==> src/rtl/fp_exe_scheduler.sv <==
// Issue and writeback scheduler for the FP execute stage. It reserves writeback slots
// for fixed-latency units and sequences the iterative divider onto the shared port.
module fp_exe_scheduler #(
  parameter int ADD_LAT = 3,
  parameter int MUL_LAT = 2
) (
  input  logic       clk,
  input  logic       reset_n,
  input  logic       en,
  input  logic       flush,
  input  logic       issue_valid,
  input  logic [1:0] issue_unit,
  output logic       issue_ready,
  output logic       start_misc,
  output logic       start_add,
  output logic       start_mul,
  output logic       start_div,
  input  logic       div_done,
  output logic       div_ack,
  output logic       div_kill,
  output logic       wb_valid,
  output logic [1:0] wb_unit,
  output logic       busy
);

  localparam int MAX_LAT = (ADD_LAT > MUL_LAT) ? ((ADD_LAT > 1) ? ADD_LAT : 1)
                                               : ((MUL_LAT > 1) ? MUL_LAT : 1);

  localparam logic [1:0] U_MISC = 2'd0;
  localparam logic [1:0] U_ADD  = 2'd1;
  localparam logic [1:0] U_MUL  = 2'd2;
  localparam logic [1:0] U_DIV  = 2'd3;

  typedef enum logic [1:0] {D_IDLE, D_BUSY, D_HOLD} div_state_e;

  div_state_e       state_q, state_d;
  logic [MAX_LAT:0] res_q, res_d;
  logic [1:0]       tag_q [MAX_LAT:0];
  logic [1:0]       tag_d [MAX_LAT:0];

  logic active;
  logic slot_busy;
  logic accept;
  logic fix_wb;
  logic div_wb;

  assign active = en & ~flush;
  assign accept = issue_valid & issue_ready;

  // Writeback slot the offered op would claim: res[L] must be empty.
  always_comb begin
    // NOTE: every always_comb assigns its outputs a default first, so no path infers a latch.
    slot_busy = 1'b0;
    case (issue_unit)
      U_MISC:  slot_busy = res_q[1];
      U_ADD:   slot_busy = res_q[ADD_LAT];
      U_MUL:   slot_busy = res_q[MUL_LAT];
      default: slot_busy = 1'b0;
    endcase
  end

  // State register.
  always_ff @(posedge clk or negedge reset_n) begin
    // NOTE: non-blocking assignments so every register samples pre-edge values.
    if (!reset_n) begin
      state_q <= D_IDLE;
    end else begin
      state_q <= state_d;
    end
  end

  // Next-state logic for the divider handshake.
  always_comb begin
    state_d = state_q;
    if (en) begin
      if (flush) begin
        state_d = D_IDLE;
      end else begin
        case (state_q)
          D_IDLE: if (accept && issue_unit == U_DIV) state_d = D_BUSY;
          D_BUSY: if (div_done) state_d = res_q[0] ? D_HOLD : D_IDLE;
          D_HOLD: if (!res_q[0]) state_d = D_IDLE;
          default: state_d = D_IDLE;
        endcase
      end
    end
  end

  // Outputs: issue handshake, start pulses, writeback mux and divider control.
  always_comb begin
    if (issue_unit == U_DIV) begin
      issue_ready = active & (state_q == D_IDLE);
    end else begin
      issue_ready = active & ~slot_busy & (state_q != D_HOLD);
    end
    start_misc = accept & (issue_unit == U_MISC);
    start_add  = accept & (issue_unit == U_ADD);
    start_mul  = accept & (issue_unit == U_MUL);
    start_div  = accept & (issue_unit == U_DIV);

    // A fixed-latency result always wins the port; the divider waits for a hole.
    fix_wb   = active & res_q[0];
    div_wb   = active & ~res_q[0] &
               (((state_q == D_BUSY) & div_done) | (state_q == D_HOLD));
    wb_valid = fix_wb | div_wb;
    wb_unit  = fix_wb ? tag_q[0] : (div_wb ? U_DIV : 2'd0);
    div_ack  = div_wb;
    div_kill = en & flush & (state_q != D_IDLE);
    busy     = (|res_q) | (state_q != D_IDLE);
  end

  // Reservation vector and tags shift toward slot 0 once per enabled cycle.
  always_comb begin
    res_d = res_q;
    tag_d = tag_q;
    if (en) begin
      if (flush) begin
        res_d = '0;
        for (int i = 0; i <= MAX_LAT; i++) tag_d[i] = 2'd0;
      end else begin
        for (int i = 0; i < MAX_LAT; i++) begin
          res_d[i] = res_q[i+1];
          tag_d[i] = tag_q[i+1];
        end
        res_d[MAX_LAT] = 1'b0;
        tag_d[MAX_LAT] = 2'd0;
        if (accept) begin
          case (issue_unit)
            U_MISC: begin res_d[0]         = 1'b1; tag_d[0]         = U_MISC; end
            U_ADD:  begin res_d[ADD_LAT-1] = 1'b1; tag_d[ADD_LAT-1] = U_ADD;  end
            U_MUL:  begin res_d[MUL_LAT-1] = 1'b1; tag_d[MUL_LAT-1] = U_MUL;  end
            default: ;
          endcase
        end
      end
    end
  end

  always_ff @(posedge clk or negedge reset_n) begin
    if (!reset_n) begin
      res_q <= '0;
      // NOTE: the tag array is tiny and reset with everything else so wb_unit never goes X.
      for (int i = 0; i <= MAX_LAT; i++) tag_q[i] <= 2'd0;
    end else begin
      res_q <= res_d;
      for (int i = 0; i <= MAX_LAT; i++) tag_q[i] <= tag_d[i];
    end
  end

endmodule

==> config.mk <==
export PLATFORM = sky130hd
export DESIGN_NAME = fp_exe_scheduler
export DESIGN_NICKNAME = d
export VERILOG_FILES = /design/src/rtl/fp_exe_scheduler.sv
export SDC_FILE = /design/constraint.sdc
export NUM_CORES = 1
export LEC_CHECK = 0
export BUFFER_PORTS_ARGS = -buffer_cell sky130_fd_sc_hd__buf_2
export CAP_MARGIN = 20
export CORE_MARGIN = 4
export CORE_UTILIZATION = 43
export CTS_CLUSTER_SIZE = 16
export DETAILED_ROUTE_END_ITERATION = 8
export PLACE_DENSITY = 0.74
export SLEW_MARGIN = 20
export SYNTH_ARGS = -nofsm -noshare
export SYNTH_HDL_FRONTEND = slang
export SYNTH_SLANG_ARGS = --single-unit
==> constraint.sdc <==
create_clock -name clk -period 1.1 [get_ports clk]
set_input_delay 0.165 -clock clk [delete_from_list [all_inputs] [get_ports clk]]
set_output_delay 0.165 -clock clk [all_outputs]
set_load 0.05 [all_outputs]
Word level (Yosys, flattened, before mapping). Cells that the tools add are included. W data, S select, Z words.

Word-level logic and storage cells: 62. Bits of input ports: 8. Bits in registers: 14. Output and inout port bits: 11.

Bitwise logic cells: 21. Muxes and demuxes: 20. Equality and inequality tests: 9. Reductions and logical operators: 6.

Operator list (number): $mux W2 (10); $and A1 B1 Y1 (15); $mux W6 (2); $ne A3 B3 Y1 const B (3); $eq A2 B2 Y1 const B (3); $mux W3 (2); $pmux W2 S3 (1); $eq A2 B1 Y1 const B (2); $logic_not A2 Y1 (2); $mux W1 (4); $reduce_and A4 Y1 (1); $reduce_or A4 Y1 (1); $not A1 Y1 (3); $or A1 B1 Y1 (3); $pmux W1 S3 (1); $ne A2 B2 Y1 const B (1); $reduce_bool A2 Y1 (1); $logic_and A1 B1 Y1 (1).

Depth between registers and ports, before layout. Gate-level depths: netlist of the first run.

Word-level depth: 11. Mapped depth: 4.

Worst setup path after synthesis of the first run. Ideal clock, no wire load.

Path kind: register -> output. From: register state_q[0]. To: output port issue_ready. Path buffers: 1. Setup slack: -1.076 ns. Data arrival time: 2.011 ns. Stages on the path, launching flop included: 4. Cells stage by stage: dfrtp_1 > clkbuf_2 > mux2_2 > a221oi_1.

Cells in the longest elaborated chain, start to end: 3. Elaborated cells on any way between the ends: 5. Classes of those cells: eq/ne (1); mux (1); bitwise (2); reduce/logical (1).

Ends and longest elaborated chain: start: declaration (RTL line 36) `div_state_e state_q, state_d;`; start signal: assignment (RTL line 68) `state_q <= state_d;`; $ne A2 B2 Y1 / $logic_not A2 Y1 (equally long branches) (RTL line 94, 92); $and A1 B1 Y1, on equally long branches (RTL line 94, 92); $mux W1 (*) (RTL line 91) `if (issue_unit == U_DIV) begin`; end: declaration (RTL line 13) `output logic issue_ready,`.

Mark *: on every way between the ends. The rest lies on a longest branch, timed or not.

Worst setup path in the final report of the first run.
From: register state_q[0]. To: output port wb_valid.

Cells in the longest elaborated chain, start to end: 5. Elaborated cells on any way between the ends: 6. Classes of those cells: eq/ne (2); bitwise (4).

Ends and longest elaborated chain: $eq A2 B1 Y1 (RTL line 104) `(((state_q == D_BUSY) & div_done) | (state_q == D_HOLD));`; $and A1 B1 Y1 (RTL line 104); $or A1 B1 Y1 (*) (RTL line 104); $and A1 B1 Y1 (*) (RTL line 103) `div_wb = active & ~res_q[0] &`; $or A1 B1 Y1 (*) (RTL line 105) `wb_valid = fix_wb | div_wb;`; end: declaration (RTL line 21) `output logic wb_valid,`.

Marks and branches as above.

==> results of run 1 <==
## flip-flops by register name (all words and copies together) (netlist names)
| register | count |
|---|---|
| res_q | 2 |
| tag_q | 5 |
| state_q | 2 |
## kinds of logic (layout without fill, tap and decap cells)
kind of cell | count (synthesis) | after routing | share of synthesized area
mux | 1 | 1 | 0.0190
flops | 9 | 9 | 0.381
simple gates | 25 | 25 | 0.315
buf+inv | 7 | 54 | 0.0528
compound gates | 18 | 18 | 0.233
## final timing paths
| path | startpoint | to | slack [ns] |
|---|---|---|---|
| setup reg to reg | state_q[0]$_DFFE_PN0P_ | state_q[0]$_DFFE_PN0P_ | -0.30 |
| hold / removal | en | state_q[0]$_DFFE_PN0P_ | 0.24 |
| min in group asynchronous | reset_n | tag_q[0]$_DFFE_PN0P_ | 0.30 |
| setup / recovery | state_q[0]$_DFFE_PN0P_ | wb_valid | -0.56 |
| max in group asynchronous | reset_n | state_q[1]$_DFFE_PN0P_ | 0.59 |
| hold reg to reg | tag_q[3]$_DFFE_PN0P_ | tag_q[3]$_DFFE_PN0P_ | 0.49 |
## tightest hold or removal path, stage by stage
cell,delay (ns)
buf_2,0.09
buf_4,0.13
a21oi_1,0.07
## layout make-up
cell class	count	area, sq um	area share
timing repair buffer	46	405	0.335
sequential	9	230	0.190
inverter	4	15.0	0.0124
multi-input combinational	44	513	0.424
tap	15	18.8	0.0155
clock buffer	4	26.3	0.0217
## through the flow
stage                      util  TNS (ns)  hold slack, ns  cells
after floorplan               -     -3.02          -0.131     60
after global placement    0.682     -3.34          0.0274    107
after detailed placement  0.682     -3.49          0.0294    107
after CTS                 0.851     -5.50           0.213    117
after global routing      0.929     -7.68           0.229    122
final                     0.929     -6.75           0.240    122
## power by group through the flow
stage	logic, mW	clock network (mW)	registers [mW]
after floorplan	0.164	0	0.358
after global placement	0.253	0	0.363
after detailed placement	0.256	0	0.363
after CTS	0.314	0.266	0.359
after global routing	0.373	0.300	0.362
final	0.357	0.261	0.361
## layer usage
metal	track usage	part of all wire	up-vias
li1	-	-	319
met4	0.0819	0.011	0
met3	0.0359	0.047	4
met1	0.337	0.42	319
met5	0	0	-
met2	0.435	0.52	24
## what timing repair did
| action | 4_1_cts | 5_1_grt |
|---|---|---|
| hold buffers | 1 | 0 |
| pin swaps | 6 | 5 |
| gates cloned | 0 | 0 |
| endpoints found under the setup margin | 17 | 19 |
| gates resized for setup | 38 | 15 |
| buffers inserted | 6 | 5 |
| hold endpoints to repair | 9 | 0 |
## synth_stat cells, drive strengths merged, types with 2 or more instances
master	instances	area, sq um
nand2b	3	21.3
nand2	4	15.0
a21oi	6	30.0
nor2	6	22.5
and3	2	15.0
nor2b	2	15.0
dfrtp	9	225
clkbuf	2	8.75
o2bb2ai	3	26.3
inv	4	15.0
a32o	2	20.0
nor3	3	20.0
==> impl_metrics.csv, run 1 <==
group,metric,value,unit
route,avgRoutedWirePerCell,19.4,um
yosys,syn_nets,68,
yosys,syn_inst,60,
die,num_io_pins,19,
worst_hold_path,min_path_cells,3,
timing,rsz0062_at_grt,"true",
timing,finalMaxSlewViolations,0,
placed_design,hpwl,1240,um
placed_design,place_congestion,0.810,
die,rows,13,
die,core,1300,sq um
power_and_ir_drop,leakagePower,0.537,nW
die,start_util,0.455,
route,firstDrtPassIters,4,
worst_setup_path,path_cells,"and3b_2, o31ai_4, inv_1, buf_6",
final_layout,mostFrequentLayoutCells,"buf_4, buf_6, buf_2",
clock_network,clockBufferDepth,2,
clock_network,path_clk_slew,0.07,ns
timing,fin_crit_sh,1.51,
yosys,synth_cell_types,30,
yosys,syn_area_per_cell,9.86,sq um
clock_network,clkLatencyLatePin,0.26,ns
flow_run,drv_cap,0,
power_and_ir_drop,p_per_area,810,nW/um^2
worst_hold_path,hold_path.class,"in2reg",
power_and_ir_drop,p_int,0.643,mW
worst_setup_path,cpPeakStageDelay,0.46,ns
final_layout,design_area,1210,sq um
power_and_ir_drop,power.total,0.979,mW
power_and_ir_drop,p_seq_frac,0.369,
final_layout,fillers,47,
grt,track_usage,0.257,
route,drc,0,
die,dieWidth,45.1,um
timing,fin_crit,1.66,ns
outcome,violations,"setup timing",
placed_design,io_buffers,18,
yosys,syn-cell-area,592,sq um
clock_network,cts_buffers,3,
yosys,ys_seq_area_frac,0.381,
worst_setup_path,crit_cells,4,
final_layout,diodes,0,
clock_network,cts.sinks,9,
grt,grt_pass1_wl,3710,um
yosys,synth_flop_cell,"dfrtp_1",
timing,setup_ws,-0.558,ns
worst_setup_path,cp-start-kind,"register",
power_and_ir_drop,switching_share,0.344,
yosys,synth-edff-count,0,
timing,maxSlewHeadroom,0.804,
power_and_ir_drop,peakVddDrop,0.000737,V
grt,grt_pass1_vias,716,
grt,grt_max_degree,10,
route,antenna_left,0,
timing,timing.fmax,603,MHz
worst_setup_path,crit_family,"flip-flops",
timing,timing_worst_slew_pin_value,0.293,ns
worst_setup_path,critPathSlowestCell,"dfrtp_2",
worst_setup_path,cp.required,0.94,ns
yosys,synth.ff_latch_count,9,
route,viasPerCell,5.46,
worst_setup_path,cp.buffers_inverters,2,
die,die-area,2030,sq um
yosys,async_reset_ff_frac,1.00,
grt,grt_overflow,0,
final_layout,area_growth,104,%
placed_design,pre_cts_ws,-0.345,ns
worst_setup_path,critical_path_class,"reg2out",
outcome,status,"finished with violations",
power_and_ir_drop,power.switching,0.336,mW
timing,finalSetupViolCount,19,
placed_design,placed_cell_area,887,sq um
final_layout,drive_above_1_share,0.748,
clock_network,cts-root-buf,"clkbuf_4",
worst_setup_path,cp.arrival,1.49,ns
worst_setup_path,cp-end-kind,"output port",
final_layout,layout_commonest_cell,"buf_4",
route,dr_total_vias,666,
clock_network,cts_tree,"built",
clock_network,h-tree-depth,1,
yosys,yosys_warnings,0,
die,die_h,45.1,um
timing,final_hold_viol_count,0,
timing,finalClockSkew,0.00627,ns
route,routed_wl,2360,um
route,drtIter0Drc,13,
grt,antenna_found_initial,0,
power_and_ir_drop,comb_power_share,0.365,
final_layout,fin_nets,116,
power_and_ir_drop,pwr-share-clk,0.266,
worst_setup_path,cp_max_fo,6,
worst_setup_path,rr_worst_depth,6,
Power figures use the tool's default switching activity.
==> inputs of run 2 (changes only) <==
--- a/config.mk
+++ b/config.mk
@@ -11,7 +11,7 @@
 export CORE_UTILIZATION = 43
 export CTS_CLUSTER_SIZE = 16
 export DETAILED_ROUTE_END_ITERATION = 8
-export PLACE_DENSITY = 0.74
+export PLACE_DENSITY_LB_ADDON = 0.15
 export SLEW_MARGIN = 20
 export SYNTH_ARGS = -nofsm -noshare
 export SYNTH_HDL_FRONTEND = slang
==> constraint.sdc (replaced) <==
create_clock -name clk -period 1.1 [get_ports clk]
set_input_delay 0.275 -clock clk [delete_from_list [all_inputs] [get_ports clk]]
set_output_delay 0.275 -clock clk [all_outputs]
set_load 0.05 [all_outputs]
==> impl_metrics.csv, run 2 (synthesized netlist as in run 1, its figures left out) <==
group,metric,value,unit
worst_setup_path,r2r_end,"res_q[1]$_DFFE_PN0P_",
grt,track_usage,0.208,
worst_setup_path,cp_max_fo,5,
worst_setup_path,critPathSlowestCell,"dfrtp_2",
worst_setup_path,cp.required,0.82,ns
worst_setup_path,cp-start-kind,"register",
timing,timing.fmax,587,MHz
power_and_ir_drop,p_per_area,853,nW/um^2
grt,grt_pass1_vias,677,
worst_setup_path,path_cells,"and3b_2, o31ai_4, inv_1, buf_6",
placed_design,hpwl,1330,um
outcome,status,"finished with violations",
worst_setup_path,worstReg2RegStart,"state_q[1]$_DFFE_PN0P_",
clock_network,path_clk_slew,0.06,ns
final_layout,fin_nets,115,
timing,fin_crit_sh,1.55,
worst_setup_path,cp.buffers_inverters,2,
placed_design,pre_cts_ws,-0.464,ns
route,routed_wl,1790,um
clock_network,h-tree-depth,1,
worst_setup_path,rr_worst_depth,5,
worst_setup_path,cp-end-kind,"output port",
worst_setup_path,cp.arrival,1.43,ns
outcome,violations,"setup timing",
placed_design,io_buffers,18,
die,rows,13,
worst_setup_path,critical_path_class,"reg2out",
grt,grt_max_degree,10,
timing,setup_ws,-0.603,ns
final_layout,layout_commonest_cell,"buf_4",
route,avgRoutedWirePerCell,14.8,um
route,drtIter0Drc,9,
die,core,1300,sq um
power_and_ir_drop,leakagePower,0.516,nW
grt,antenna_found_initial,0,
worst_hold_path,holdPathEnd,"state_q[0]$_DFFE_PN0P_",
route,firstDrtPassIters,4,
timing,finalClockSkew,0.00356,ns
timing,timing.hold.ws,0.328,ns
final_layout,regMostFlops,"tag_q",
clock_network,cts-root-buf,"clkbuf_4",
grt,grt_pass1_wl,3010,um
timing,rsz0062_at_grt,"true",
die,num_io_pins,19,
power_and_ir_drop,power.total,0.956,mW
clock_network,cts_buffers,3,
timing,finalMaxSlewViolations,0,
die,die_h,45.1,um
final_layout,area_growth,89.2,%
die,dieWidth,45.1,um
flow_run,drv_cap,0,
worst_setup_path,crit_cells,4,
timing,fin_crit,1.70,ns
timing,timing_worst_slew_pin_value,0.299,ns
clock_network,clockBufferDepth,2,
route,viasPerCell,5.33,
route,dr_total_vias,645,
timing,finalSetupViolCount,17,
final_layout,top_regs,"tag_q: 5 flops, res_q: 2 flops, state_q: 2 flops",
worst_hold_path,min_path_cells,3,
power_and_ir_drop,peakVddDrop,0.000821,V
final_layout,mostFrequentLayoutCells,"buf_4, buf_6, buf_2",
worst_setup_path,crit_family,"flip-flops",
route,drc,0,
timing,final_hold_viol_count,0,
final_layout,largest_reg_flops,5,
worst_setup_path,cpPeakStageDelay,0.44,ns
timing,maxSlewHeadroom,0.801,
worst_hold_path,worstHoldStart,"en",
grt,grt_overflow,0,
die,start_util,0.455,
placed_design,place_congestion,0.831,
clock_network,clkLatencyLatePin,0.26,ns
die,die-area,2030,sq um
clock_network,cts.sinks,9,
final_layout,diodes,0,
final_layout,drive_above_1_share,0.689,
clock_network,cts_tree,"built",
worst_setup_path,rrSetupSlack,-0.34,ns
worst_hold_path,hold_path.class,"in2reg",
route,antenna_left,0,
[run 2: changes by cell type in the layout (fill, tap and decap cells not counted), sizes merged]
cell,before,now
clkbuf,4,3
clkinv,0,1
buf,45,44
[run 2: layer usage]
layer  GRT usage  vias to the layer above  part of all wire
met1       0.251                      322              0.44
met4      0.0936                        0            0.0078
met3      0.0478                        2             0.032
met5           0                        -                 0
met2       0.350                        9              0.52
li1            -                      312                 -
[run 2: tightest hold or removal path, stage by stage]
cell and delay [ns]:
buf_2 0.08, buf_4 0.12, a21oi_1 0.07
[run 2: where the power goes]
part	total, mW	switching, mW	internal (mW)
Clock	0.257	0.123	0.134
Sequential	0.357	0.0132	0.344
Combinational	0.341	0.181	0.160
Total	0.956	0.317	0.638
[run 2: final cells by class]
class                      instances  area, sq um
clock buffer                       3         22.5
clock inverter                     1         5.00
fill                              63          181
inverter                           4         15.0
multi-input combinational         44          450
sequential                         9          229
tap                               15         18.8
timing repair buffer              45          379
[run 2: worst max-delay path by stage]
| stage | start | endpoint |
|---|---|---|
| floorplan | state_q[0]$_DFFE_PN0P_ | issue_ready |
| global placement | issue_unit[0] | issue_ready |
| detailed placement | issue_unit[0] | issue_ready |
| CTS | state_q[1]$_DFFE_PN0P_ | wb_valid |
| global route | state_q[1]$_DFFE_PN0P_ | div_ack |
| finish | state_q[0]$_DFFE_PN0P_ | wb_valid |
[run 2: timing repair]
action / CTS / global route
pin swaps: 5 / 5
endpoints found under the hold margin: 9 / 0
hold buffers: 1 / 0
buffers inserted: 3 / 4
resized for setup: 29 / 8
endpoints found under the setup margin: 17 / 19
[run 2: through the flow]
step | area [sq um] | TNS (ns) | instances | util
after floorplan | 676 | -4.14 | 60 | -
after global placement | 917 | -4.79 | 111 | 0.705
after detailed placement | 917 | -4.99 | 111 | 0.705
after CTS | 1070 | -7.08 | 118 | 0.821
after global routing | 1120 | -8.04 | 121 | 0.861
final | 1120 | -6.93 | 121 | 0.861
